<file path="config.mk">
export PLATFORM = sky130hd
export DESIGN_NAME = rx_cmd_parser_flat
export DESIGN_NICKNAME = d
export VERILOG_FILES = /design/src/rtl/rx_cmd_parser_pkg.sv /design/src/rtl/rx_cmd_parser_if.sv /design/src/rtl/rx_cmd_parser_frame_timeout_cnt.sv /design/src/rtl/rx_cmd_parser.sv /design/src/flat_wrapper.sv
export SDC_FILE = /design/constraint.sdc
export NUM_CORES = 1
export LEC_CHECK = 0
export CORE_ASPECT_RATIO = 1.75
export CORE_UTILIZATION = 45
export DETAILED_ROUTE_END_ITERATION = 16
export GPL_TIMING_DRIVEN = 0
export HOLD_SLACK_MARGIN = 0.15
export PLACE_DENSITY_LB_ADDON = 0.1
export SLEW_MARGIN = 20
export SYNTH_ARGS = -nofsm -noshare
export SYNTH_HDL_FRONTEND = slang
export SYNTH_SLANG_ARGS = --single-unit
</file>
<file path="constraint.sdc">
create_clock -name CLK -period 1.8 [get_ports CLK]
set_clock_uncertainty 0.2 [all_clocks]
set_input_delay 0.18 -clock CLK [delete_from_list [all_inputs] [get_ports CLK]]
set_output_delay 0.18 -clock CLK [all_outputs]
set_load 0.03 [all_outputs]
</file>
<file path="src/rtl/rx_cmd_parser_pkg.sv">
// rx_cmd_parser shared types: opcodes, command/error encodings,
// parser FSM states and the opcode decoder.
package rx_cmd_parser_pkg;

  localparam logic [7:0] OPC_WR  = 8'hAA;
  localparam logic [7:0] OPC_RD  = 8'hBB;
  localparam logic [7:0] OPC_ALU = 8'hCC;
  localparam logic [7:0] OPC_NOP = 8'hDD;

  typedef enum logic [1:0] {
    CMD_WR      = 2'b00,
    CMD_RD      = 2'b01,
    CMD_ALU_OP  = 2'b10,
    CMD_ALU_NOP = 2'b11
  } cmd_type_e;

  typedef enum logic [1:0] {
    ERR_NONE    = 2'b00,
    ERR_OPC     = 2'b01,
    ERR_TIMEOUT = 2'b10,
    ERR_OVERRUN = 2'b11
  } err_code_e;

  typedef enum logic [2:0] {
    ST_IDLE,
    ST_GET_ADDR,
    ST_GET_D0,
    ST_GET_D1,
    ST_GET_FUN,
    ST_HOLD
  } state_e;

  typedef struct packed {
    logic      ok;
    cmd_type_e typ;
    state_e    nxt;
  } opc_dec_t;

  function automatic opc_dec_t opc_decode(input logic [7:0] b);
    opc_dec_t r;
    r.ok  = 1'b1;
    r.typ = CMD_WR;
    r.nxt = ST_GET_ADDR;
    case (b)
      OPC_WR:  r.typ = CMD_WR;
      OPC_RD:  r.typ = CMD_RD;
      OPC_ALU: begin
        r.typ = CMD_ALU_OP;
        r.nxt = ST_GET_D0;
      end
      OPC_NOP: begin
        r.typ = CMD_ALU_NOP;
        r.nxt = ST_GET_FUN;
      end
      default: begin
        r.ok  = 1'b0;
        r.nxt = ST_IDLE;
      end
    endcase
    return r;
  endfunction

endpackage

</file>
<file path="src/rtl/rx_cmd_parser_if.sv">
// Byte-in / command-out bundle of the frame parser.
// master = parser side, slave = byte source and command consumer.
interface rx_cmd_parser_if #(
  parameter int D_WIDTH    = 8,
  parameter int ADDR_WIDTH = 4,
  parameter int FUN_WIDTH  = 4
);
  import rx_cmd_parser_pkg::*;

  logic [D_WIDTH-1:0]    rx_data;
  logic                  rx_valid;
  logic                  cmd_ready;
  logic                  cmd_valid;
  cmd_type_e             cmd_type;
  logic [ADDR_WIDTH-1:0] cmd_addr;
  logic [D_WIDTH-1:0]    cmd_d0;
  logic [D_WIDTH-1:0]    cmd_d1;
  logic [FUN_WIDTH-1:0]  cmd_fun;
  logic                  err_pulse;
  err_code_e             err_code;

  modport master (
    input  rx_data, rx_valid, cmd_ready,
    output cmd_valid, cmd_type, cmd_addr,
    output cmd_d0, cmd_d1, cmd_fun,
    output err_pulse, err_code
  );

  modport slave (
    output rx_data, rx_valid, cmd_ready,
    input  cmd_valid, cmd_type, cmd_addr,
    input  cmd_d0, cmd_d1, cmd_fun,
    input  err_pulse, err_code
  );

endinterface

</file>
<file path="src/rtl/rx_cmd_parser_frame_timeout_cnt.sv">
// Inter-byte idle counter; expired flags the last
// allowed idle cycle of a partially received frame.
module frame_timeout_cnt #(
  parameter int TIMEOUT = 1024,
  localparam int CW = $clog2(TIMEOUT)
) (
  input  logic CLK,
  input  logic RST,
  input  logic clr,
  input  logic inc,
  output logic expired
);

  logic [CW-1:0] cnt_q;
  logic [CW-1:0] cnt_d;

  // clear has priority over increment
  always_comb begin
    cnt_d = cnt_q;
    if (clr) begin
      cnt_d = '0;
    end else if (inc) begin
      cnt_d = cnt_q + CW'(1);
    end
  end

  // counter register
  always_ff @(posedge CLK) begin
    if (RST) begin
      cnt_q <= '0;
    end else begin
      cnt_q <= cnt_d;
    end
  end

  assign expired = (cnt_q == CW'(TIMEOUT - 1));

endmodule

</file>
<file path="src/rtl/rx_cmd_parser.sv">
// Assembles synchronized bytes into WR/RD/ALU commands,
// holds each until accepted, flags opcode/timeout/overrun.
module rx_cmd_parser
  import rx_cmd_parser_pkg::*;
#(
  parameter int D_WIDTH    = 8,
  parameter int ADDR_WIDTH = 4,
  parameter int FUN_WIDTH  = 4,
  parameter int TIMEOUT    = 1024
) (
  input logic            CLK,
  input logic            RST,
  rx_cmd_parser_if.master bus
);

  state_e                state_q, state_d;
  cmd_type_e             type_q, type_d;
  logic [ADDR_WIDTH-1:0] addr_q, addr_d;
  logic [D_WIDTH-1:0]    d0_q, d0_d;
  logic [D_WIDTH-1:0]    d1_q, d1_d;
  logic [FUN_WIDTH-1:0]  fun_q, fun_d;
  logic                  valid_q, valid_d;
  logic                  errp_q, errp_d;
  err_code_e             errc_q, errc_d;

  logic     collecting;
  logic     expired;
  logic     timeout;
  opc_dec_t dec;

  assign dec = opc_decode(bus.rx_data[7:0]);

  assign collecting = (state_q == ST_GET_ADDR) ||
                      (state_q == ST_GET_D0)   ||
                      (state_q == ST_GET_D1)   ||
                      (state_q == ST_GET_FUN);

  // a byte in the expiry cycle wins over the timeout
  assign timeout = collecting && expired && !bus.rx_valid;

  frame_timeout_cnt #(
    .TIMEOUT(TIMEOUT)
  ) u_tmo (
    .CLK    (CLK),
    .RST    (RST),
    .clr    (bus.rx_valid || !collecting || expired),
    .inc    (collecting),
    .expired(expired)
  );

  // next-state, field capture and error strobe
  always_comb begin
    state_d = state_q;
    type_d  = type_q;
    addr_d  = addr_q;
    d0_d    = d0_q;
    d1_d    = d1_q;
    fun_d   = fun_q;
    errp_d  = 1'b0;
    errc_d  = errc_q;
    unique case (state_q)
      ST_IDLE, ST_HOLD: begin
        if (state_q == ST_HOLD && !bus.cmd_ready) begin
          if (bus.rx_valid) begin
            errp_d = 1'b1;
            errc_d = ERR_OVERRUN;
          end
        end else if (bus.rx_valid) begin
          state_d = dec.nxt;
          if (dec.ok) begin
            type_d = dec.typ;
          end else begin
            errp_d = 1'b1;
            errc_d = ERR_OPC;
          end
        end else begin
          state_d = ST_IDLE;
        end
      end
      ST_GET_ADDR: begin
        if (bus.rx_valid) begin
          addr_d  = bus.rx_data[ADDR_WIDTH-1:0];
          state_d = (type_q == CMD_WR) ? ST_GET_D0 : ST_HOLD;
        end
      end
      ST_GET_D0: begin
        if (bus.rx_valid) begin
          d0_d    = bus.rx_data;
          state_d = (type_q == CMD_WR) ? ST_HOLD : ST_GET_D1;
        end
      end
      ST_GET_D1: begin
        if (bus.rx_valid) begin
          d1_d    = bus.rx_data;
          state_d = ST_GET_FUN;
        end
      end
      ST_GET_FUN: begin
        if (bus.rx_valid) begin
          fun_d   = bus.rx_data[FUN_WIDTH-1:0];
          state_d = ST_HOLD;
        end
      end
      default: state_d = ST_IDLE;
    endcase
    if (timeout) begin
      state_d = ST_IDLE;
      errp_d  = 1'b1;
      errc_d  = ERR_TIMEOUT;
    end
    valid_d = (state_d == ST_HOLD);
  end

  // state, datapath and output registers
  always_ff @(posedge CLK) begin
    if (RST) begin
      state_q <= ST_IDLE;
      type_q  <= CMD_WR;
      addr_q  <= '0;
      d0_q    <= '0;
      d1_q    <= '0;
      fun_q   <= '0;
      valid_q <= 1'b0;
      errp_q  <= 1'b0;
      errc_q  <= ERR_NONE;
    end else begin
      state_q <= state_d;
      type_q  <= type_d;
      addr_q  <= addr_d;
      d0_q    <= d0_d;
      d1_q    <= d1_d;
      fun_q   <= fun_d;
      valid_q <= valid_d;
      errp_q  <= errp_d;
      errc_q  <= errc_d;
    end
  end

  assign bus.cmd_valid = valid_q;
  assign bus.cmd_type  = type_q;
  assign bus.cmd_addr  = addr_q;
  assign bus.cmd_d0    = d0_q;
  assign bus.cmd_d1    = d1_q;
  assign bus.cmd_fun   = fun_q;
  assign bus.err_pulse = errp_q;
  assign bus.err_code  = errc_q;

endmodule
</file>
<file path="src/flat_wrapper.sv">
// flat-port wrapper written by rule: the top's interface ports become plain ports
module rx_cmd_parser_flat import rx_cmd_parser_pkg::*;
#(
  parameter int D_WIDTH    = 8,
  parameter int ADDR_WIDTH = 4,
  parameter int FUN_WIDTH  = 4,
  parameter int TIMEOUT    = 1024
)
  (CLK, RST, bus_rx_data, bus_rx_valid, bus_cmd_ready, bus_cmd_valid, bus_cmd_type, bus_cmd_addr, bus_cmd_d0, bus_cmd_d1, bus_cmd_fun, bus_err_pulse, bus_err_code);
  rx_cmd_parser_if #(.D_WIDTH(D_WIDTH), .ADDR_WIDTH(ADDR_WIDTH), .FUN_WIDTH(FUN_WIDTH)) bus_i ();
  input logic CLK;
  input logic RST;
  input wire logic [$bits(bus_i.rx_data)-1:0] bus_rx_data;
  input wire logic [$bits(bus_i.rx_valid)-1:0] bus_rx_valid;
  input wire logic [$bits(bus_i.cmd_ready)-1:0] bus_cmd_ready;
  output wire logic [$bits(bus_i.cmd_valid)-1:0] bus_cmd_valid;
  output wire logic [$bits(bus_i.cmd_type)-1:0] bus_cmd_type;
  output wire logic [$bits(bus_i.cmd_addr)-1:0] bus_cmd_addr;
  output wire logic [$bits(bus_i.cmd_d0)-1:0] bus_cmd_d0;
  output wire logic [$bits(bus_i.cmd_d1)-1:0] bus_cmd_d1;
  output wire logic [$bits(bus_i.cmd_fun)-1:0] bus_cmd_fun;
  output wire logic [$bits(bus_i.err_pulse)-1:0] bus_err_pulse;
  output wire logic [$bits(bus_i.err_code)-1:0] bus_err_code;
  assign bus_i.rx_data = bus_rx_data;
  assign bus_i.rx_valid = bus_rx_valid;
  assign bus_i.cmd_ready = bus_cmd_ready;
  assign bus_cmd_valid = bus_i.cmd_valid;
  assign bus_cmd_type = bus_i.cmd_type;
  assign bus_cmd_addr = bus_i.cmd_addr;
  assign bus_cmd_d0 = bus_i.cmd_d0;
  assign bus_cmd_d1 = bus_i.cmd_d1;
  assign bus_cmd_fun = bus_i.cmd_fun;
  assign bus_err_pulse = bus_i.err_pulse;
  assign bus_err_code = bus_i.err_code;
  rx_cmd_parser #(.D_WIDTH(D_WIDTH), .ADDR_WIDTH(ADDR_WIDTH), .FUN_WIDTH(FUN_WIDTH), .TIMEOUT(TIMEOUT)) u_core (.CLK(CLK), .RST(RST), .bus(bus_i));
endmodule
</file>
**Word level (Yosys, flattened, before mapping)**

Cells that the tools add are included.

- Bitwise gates (word level): 1
- Equality and inequality tests: 13
- $lt $le $gt $ge: 0
- Shifts and indexed selects: 0
- Multiplexer cells: 25
- $add $sub $neg: 1
- Reductions and logical operators: 27
- Multiply operators: 0
- Div/mod/pow operators: 0

Operators by type and width:

| cell | count |
|---|---|
| $eq A8 B8 Y1 const B | 4 |
| $mux W3 | 9 |
| $pmux W3 S5 | 1 |
| $mux W2 | 6 |
| $add A10 B1 Y10 const B | 1 |
| $eq A10 B10 Y1 const B | 1 |
| $eq A3 B3 Y1 const B | 3 |
| $pmux W3 S3 | 1 |
| $reduce_and A2 Y1 | 4 |
| $reduce_or A2 Y1 | 4 |
| $mux W1 | 7 |
| $eq A3 B2 Y1 const B | 2 |
| $pmux W2 S3 | 1 |
| $reduce_and A3 Y1 | 2 |
| $logic_or A1 B1 Y1 | 5 |
| $reduce_and A4 Y1 | 1 |
| $reduce_bool A2 Y1 | 2 |
| $reduce_or A4 Y1 | 1 |
| $eq A3 B1 Y1 const B | 1 |
| $logic_and A1 B1 Y1 | 3 |
| $logic_not A1 Y1 | 3 |
| $logic_not A3 Y1 | 1 |
| $ne A3 B2 Y1 const B | 1 |
| $logic_not A2 Y1 | 1 |
| other kinds (2) | 2 |

- Output and inout bits: 30
- Bits in registers: 43
- Logic and storage cells: 78
- RAM bits: 0
- ROM bits: 0
- Memories kept: 0
- Latch bits: 0

**Longest topological paths before layout**

Gate-level depths: netlist of run 1.

- Depth in word-level cells: 8
- Depth in mapped cells: 6
- Gate-level depth less buffers: 5

**Modules after synthesis**

Synthesis of run 1 repeated with hierarchy kept, for this count alone.

- Cell total of the unflattened synthesis: 230
- Area total of the unflattened synthesis: 1943.1 sq um

Modules (own cells, without submodules):

| module | instances | cells each | sequential area each (sq um) | area an instance (sq um) |
|---|---|---|---|---|
| rx_cmd_parser | 1 | 180 | 660.6 | 1483.9 |
| frame_timeout_cnt | 1 | 50 | 200.2 | 459.2 |

**Least setup slack after synthesis of run 1**

OpenSTA, ideal clock, no wires.

- Path type: reg2reg
- Start point: register u_core.state_q[0]
- End point: register u_core.errc_q[1] (netlist: u_core.bus.err_code[1])
- Setup slack: 87 ps
- Required time: 1480 ps
- Data arrival time: 1393 ps
- Library setup time: 120 ps
- Stages on the path, launching flop included: 6
- Cells stage by stage: dfxtp_1 > buf_2 > or3_1 > nand2_1 > nor3_1 > o31a_1

- Cells in the longest elaborated chain, start to end: 8

Ends and longest elaborated chain:

| item | RTL line | text |
|---|---|---|
| start, declared | rx_cmd_parser.sv:16 | `state_e state_q, state_d;` |
| start signal, assigned | rx_cmd_parser.sv:127 | `state_q <= state_d;` |
| $eq A3 B1 Y1 / $eq A3 B2 Y1 (equally long branches) | rx_cmd_parser.sv:33, rx_cmd_parser.sv:34 |  |
| $logic_or A1 B1 Y1 | rx_cmd_parser.sv:33 | `assign collecting = (state_q == ST_GET_ADDR) \|\|` |
| $logic_or A1 B1 Y1 | rx_cmd_parser.sv:34 | `(state_q == ST_GET_D0) \|\|` |
| $logic_or A1 B1 Y1 | rx_cmd_parser.sv:35 | `(state_q == ST_GET_D1) \|\|` |
| $logic_and A1 B1 Y1 (2 in series) | rx_cmd_parser.sv:39 | `assign timeout = collecting && expired && !bus.rx_valid;` |
| $ne A3 B2 Y1 (no source line) / $reduce_bool A2 Y1 (equally long branches) | n/a |  |
| $reduce_and A3 Y1 (no source line) | n/a |  |
| end signal, assigned | rx_cmd_parser.sv:135 | `errc_q <= errc_d;` |
| end, declared | rx_cmd_parser.sv:24 | `err_code_e errc_q, errc_d;` |

Several ways; a longest one is shown, not always the timed one. The select of a mux whose other input is x is not followed.
A chain may end at the register's enable or synchronous reset.

**Final worst setup path of run 1**

Ends and elaborated chain as after synthesis.

==> summary.md, run 1 <==
| Metric | Value |
|---|---|
| Area of the core | 4150 um^2 |
| Final HPWL DP | approximately 3600 um |
| Overflow after GRT | 0 |
| M3 GR Usage | between 4 and 5% |
| Die width | 51.8 um |
| Die extent in y | 89.2 um |
| Max IR drop VDD | slightly above 0.9 mV |
| Via count | 1825 |
| IO buf count | 40 |
| Initial antenna violation count | 0 |
| Die ar. | ~4600 um^2 |
| Via-to-Cell Ratio | 5.48 |
| Drt total wl | around 4900 um |
| Worst Path Max Fanout | 10 |
| GR peak layer | met2 |
| GR Util met2 | 43.0% |
| Pwr dens | ~730 nW/um^2 |
| N_diodes | 0 |
| Final Power | 0.00197 W |
| GPL Wtd Cong | 0.815 |
| Status | finished, final reports clean |
| P&R area growth vs syn | 37.6% |
| Tot GR Track Use | between 20% and 30% |
| Top FF cell, synth | dfxtp_1 |
| CTS H-Tree Depth | 2 |
| Area contributors post-synth | dfxtp_1 44%, nand2_1 7.9%, a21oi_1 7.2% |
| Worst Hold Depth | 3 |
| First-pass GRT wire length | 7690 um |
| Unrepaired setup endpoints after global routing | yes |
| Starting Density | between 40% and 50% |
| CP arrival | 1760 ps |
| Met1 Use GR | 23.0% |
| Max Cap Violations | 0 |
| Clock transition at the registers of the reported paths | 80 ps |
| Commonest cells post-synth | 43 x dfxtp_1, 41 x nand2_1, 28 x a21oi_1, 19 x nor2_1 |
| DRT Pass-1 Iters | 4 |
| Synth cell types | 42 |
| Routed Antenna Nets | 0 |
| CTS Buf Count | 5 |
| Post-synth top area cell | dfxtp_1 |
| Layout cells sized above 1 | 13.7% |
| Max Clk Rate | between 500 and 600 MHz |
| Core Util, Final | approximately 65% |
| Setup_tns | 0 ps |
| Worst slew margin | 67.2% |
| Worst Max-Slew Pin Slew | approximately 500 ps |
| Compound-Gate Fraction of Synth Area | 14.1% |
| Min-delay worst type | in2reg |
| YS warnings | 0 |
| Final nets | 296 |
| Clock buffer depth | 2 |
| Combinational family with the most area after synthesis | simple AND/OR/NAND/NOR gates |
| Syn Inst Count | 235 |
| Worst skew pair latency | 290 ps |
| Sequential fraction of the synthesis area | 44.0% |
| DRC | 0 |
| Largest net degree at the start of global routing | 15 |
| Slew Viols, Final | 0 |
| CP Launch Type | flop |
| Simple-gate area share of the yosys netlist | 28.3% |
| EDFF count, synth | 0 |
| CTS root buffer | clkbuf_8 |
| Ys async rst share | 0% |
| Area after DPL | roughly 2400 um^2 |
| CTS tree | done |
| Critical Setup Path Class | reg2reg |
| # placed instances | 324 |
| I/O Pins | 42 |
| Worst EP required | around 1800 ps |
| # rows | 31 |
| Fin. Hold Viols | 0 |
| Synth Area in XOR/XNOR | ~4.0% |
| Clk sinks | 43 |
| Routed length per instance | 14.9 um |
| Mux contribution to synthesized area | 4.67% |
| Area of the mapped netlist | roughly 2000 um^2 |
| Post-route insts no fill | 333 |
| Crit. End Element | flop |
| Flops & latches, synth | 43 |
| Mapped Nets | 248 |
| Min Clock Period, post-route | 1770 ps |
| Yosys top cell area share | 44.0% |
| Initial DRC Count | 36 |
| Top-count cell post-synth | dfxtp_1 |
| Design Area, Final | 2690 um^2 |
| Pleak | 0.883 nW |
| Final period util | between 90 and 100% |
| Vias in the first global route | 1736 |
| Reg2reg path depth | 5 |
| Adder-Cell Fraction of Synth Area | less than 1% |
| Setup Viol. Count Final | 0 |
| Syn Area/Cell | between 8 and 9 um^2 |
worst max-delay path, stage by stage (launching register included):
cell and delay, ps:
dfxtp_4 380, buf_4 180, or3_4 410, nand2_2 130, nor3_2 70, o31a_1 290
through the flow:
stage	hold slack (ps)	setup slack (ps)
detailed placement	249	-319
floorplan	116	87.2
finish	140	28.4
CTS	167	3.58
global placement	242	-302
global route	162	-28.0
path summary, 6_finish.rpt:
check | from | end | slack (ps)
setup / recovery | u_core.state_q[0] | u_core.bus.err_code[1] | 30
setup reg to reg | u_core.state_q[0] | u_core.bus.err_code[1] | 30
hold reg to reg | u_core.bus.cmd_d0[1] | u_core.bus.cmd_d0[1] | 260
hold / removal | bus_rx_data[1] | u_core.bus.cmd_d0[1] | 140
state kept, by name (all words and copies together) (netlist names):
name and flops:
u_core.state_q 3, u_core.bus.cmd_addr 4, u_core.bus.cmd_d1 8, u_core.bus.err_pulse 1, u_core.bus.cmd_type 2, u_core.bus.cmd_valid 1
u_core.bus.cmd_fun 4, u_core.bus.cmd_d0 8, u_core.u_tmo.cnt_q 10, u_core.bus.err_code 2
cells by family after synthesis:
family,after synthesis
fa+ha+maj,1
flops,43
buf+inv,18
simple gates,109
xor+xnor,9
mux,9
compound gates,46
cell usage in the layout, fill, tap and decap left out, types with 3 or more instances in the layout:
cell type,count
or3_1,4
buf_6,3
nor2_1,19
inv_1,4
clkdlybuf4s50_1,37
dfxtp_2,3
nand3_1,8
a211oi_1,3
nor4_1,3
nand4_1,3
clkbuf_8,5
nand2_1,39
dfxtp_1,39
nor3_1,7
buf_4,3
a21oi_1,28
o21ai_0,5
clkbuf_1,3
xor2_1,3
and3_1,3
mux2i_1,8
xnor2_1,5
where the power goes:
part	leakage, nW	switching [W]	internal (W)
Clock	0.0644	0.000341	0.000553
Combinational	0.469	0.0000683	0.0000533
Sequential	0.349	0.00000215	0.000953
Total	0.883	0.000411	0.00156
layout make-up:
type	count	area [um^2]
buffer	12	81.3
multi-input combinational	174	1100
fill	379	1460
inverter	4	15.0
clock buffer	5	68.8
tap	49	61.3
sequential	43	868
timing repair buffer	43	428
clock inverter	3	67.6
timing repair:
action,in CTS,in global routing
pin swaps,0,2
setup endpoints to repair,18,29
hold buffers,1,1
setup buffers,0,1
resized for setup,14,18
endpoints found under the hold margin,4,1
routing by layer:
metal | wire, um | share of wire [%]
met2 | 2720 | 55
met5 | 0 | 0
met3 | 168 | 3.4
met1 | 1930 | 39
met4 | 128 | 2.6
(Power assumes the default switching activity.)
==> run 2, diff against run 1 <==
Settings changed: CORE_UTILIZATION 45 to 25.
==> run 2 against run 1 <==
  * Core utilization down 27 points
  * Largest power group unchanged
  * Critical path type unchanged
  * Clock power is 5.6% higher
  * Largest cell class unchanged
  * Highest routed layer unchanged
  * Critical path depth is the same
==> summary.md, run 2 (synthesized netlist as in run 1, its figures left out) <==
| Metric | Value |
|---|---|
| Initial DRC Count | 43 (+19%) |
| Worst Max-Slew Pin Slew | 533 ps (+41.9 ps) |
| P&R area growth vs syn | 45.5% |
| Largest Register | u_core.u_tmo.cnt_q |
| Crit. End Element | flop |
| Vias in the first global route | 1817 (+4.7%) |
| Worst slew margin | 64.5% (-2.8 points) |
| Commonest non-fill, non-tap cell in the layout | nand2_1 |
| Via count | 1835 (+0.55%) |
| Clock transition at the registers of the reported paths | 70 ps (about the same) |
| Clk sinks | 43 (unchanged) |
| Filler cells | 835 (+120%) |
| CP Launch Type | flop |
| Status | finished, final reports clean |
| Met2 wire length | 3360 um (+23%) |
| Final Power | 0.00203 W (+3.0%) |
| Most frequent cells in the layout | 40 x nand2_1, 39 x dfxtp_1, 34 x clkdlybuf4s50_1, 26 x a21oi_1, 19 x nor2_1 |
| R2R setup slack | 30 ps (about the same) |
| Place WS | -356 ps (-36.6 ps) |
| HP Start | bus_rx_data[1] |
| CTS Buf Count | 5 (unchanged) |
| Largest net degree at the start of global routing | 15 (unchanged) |
| Routed Antenna Nets | 0 (unchanged) |
| Tot GR Track Use | 15.3% (-7.3 points) |
| Pwr dens | 713 nW/um^2 (-2.6%) |
| Overflow after GRT | 0 (unchanged) |
| Critical Setup Path Class | reg2reg |
| Hold EP | u_core.bus.cmd_fun[1] |
| Critical R2R Capture | u_core.u_tmo.cnt_q[9] |
| Routed length per instance | 15.4 um (+3.8%) |
| Die width | 68.8 um (+33%) |
| Met1 WL | 2150 um (+12%) |
| Worst Path Max Fanout | 9 (-1) |
| Critical path cell sequence | buf_6, o21a_4, or3_4, or3_1, a21oi_2 |
| Area of the core | 7570 um^2 (+82%) |
| Fin. Hold Viols | 0 (unchanged) |
| Max Cap Violations | 0 (unchanged) |
| Die extent in y | 119 um (+33%) |
| I/O Pins | 42 (unchanged) |
| Layout cells sized above 1 | 15.8% (+2.0 points) |
| Worst Hold Depth | 3 (unchanged) |
| CTS H-Tree Depth | 2 (unchanged) |
| Hold_ws | 153 ps (+13.0 ps) |
| Highest Signal Layer | met4 |
| Final period util | 98.3% (-0.13 points) |
| Slew Viols, Final | 0 (unchanged) |
| CTS tree | done |
| Final nets | 304 (+2.7%) |
| WL met3 | 184 um (+9.5%) |
| Drt total wl | 5860 um (+18%) |
| N_diodes | 0 (unchanged) |
| Final HPWL DP | 4210 um (+17%) |
| Post-route insts no fill | 380 (+14%) |
| Max Clk Rate | 565 MHz (+0.13%) |
| # placed instances | 363 (+12%) |
| Largest register FFs | 10 (unchanged) |
| Critical path's slowest cell | or3_1 |
| DRC | 0 (unchanged) |
| Setup ws final | 30.7 ps (+2.39 ps) |
| Die ar. | 8190 um^2 (+77%) |
| Max IR drop VDD | 0.613 mV (-34%) |
| Unrepaired setup endpoints after global routing | yes |
| Worst EP required | 1820 ps (+30 ps) |
| GPL Wtd Cong | 0.775 (-4.9%) |
| Reg2reg path depth | 5 (unchanged) |
| Core Util, Final | 37.6% (-27 points) |
| # rows | 42 (+35%) |
| CP arrival | 1790 ps (+30 ps) |
| Pleak | 0.959 nW (+8.6%) |
| Slowest stage delay, CP | 390 ps (-20 ps) |
| First-pass GRT wire length | 9050 um (+18%) |
| CTS root buffer | clkbuf_16 |
| DRT Pass-1 Iters | 4 (unchanged) |
| Min-delay worst type | in2reg |
| Min Clock Period, post-route | 1770 ps (-2.39 ps) |
| Worst R2R Start | u_core.state_q[1] |
| Setup Viol. Count Final | 0 (unchanged) |
| Via-to-Cell Ratio | 4.83 (-12%) |
| Clock buffer depth | 2 (unchanged) |
| IO buf count | 40 (unchanged) |
| Starting Density | 25.8% (-21 points) |
| Worst skew pair latency | 290 ps (about the same) |
| Initial antenna violation count | 0 (unchanged) |
run 2: cell count changes in the layout (fill, tap and decap cells not counted), sizes merged:
cell           previous run  this run
clkbuf                    9        13
bufinv                    2         0
dlymetal6s2s              1         4
buf                       9        10
clkinv                    0         1
clkdlybuf4s50            37        34
dlygate4sd3               2         6
run 2: worst max path at each step:
stage,startpoint,endpoint,slack (ps),depth (start not counted)
floorplan,u_core.state_q[0],u_core.bus.err_code[1],90,5
global placement,bus_rx_valid,u_core.bus.cmd_valid,-360,7
detailed placement,bus_rx_valid,u_core.bus.cmd_valid,-360,7
CTS,bus_rx_valid,u_core.bus.cmd_valid,-1,7
global route,u_core.state_q[1],u_core.u_tmo.cnt_q[9],-30,5
finish,u_core.state_q[1],u_core.u_tmo.cnt_q[9],30,5
run 2: final cells by class:
cell class,count,area [um^2],area share [%]
inverters,4,15.0,0.528
clock buffers,6,139,4.88
well taps,88,110,3.87
multi-input cells,174,1100,38.8
flip-flops and latches,43,871,30.6
repair buffers,50,498,17.5
clock inverters,2,16.3,0.572
plain buffers,13,92.6,3.26
run 2: through the flow:
step,area [um^2],TNS (ps)
after floorplan,1950,0
after global placement,2460,-10180
after detailed placement,2460,-10390
after CTS,2700,-1.43
after global routing,2840,-73.2
final,2840,0
run 2: report_power, final:
part | total (W) | switching (W) | internal [W] | leakage, nW
clock network | 0.000944 | 0.000389 | 0.000554 | 0.0731
registers | 0.000954 | 0.00000205 | 0.000952 | 0.349
logic | 0.000131 | 0.0000738 | 0.0000572 | 0.536
total | 0.00203 | 0.000465 | 0.00156 | 0.959
run 2: routing by layer:
layer | up-vias | global-route usage (%)
met5 | - | 0
met4 | 0 | 7.91
met3 | 8 | 3.26
met2 | 34 | 27.8
met1 | 862 | 15.4
li1 | 931 | -
run 2: repair_timing:
item	in CTS	in global routing
hold buffers	2	4
pin swaps	0	4
resized for setup	19	22
setup endpoints to repair	20	43
hold endpoints to repair	2	4
setup buffers	0	4
run 2: critical path: cells and delay by family, from the launching register on:
kind                   cells  cell delay, ps
AO/OA/AOI/OAI              2             340
buffers and inverters      1             130
flip-flops                 1             300
AND/OR/NAND/NOR            2             730
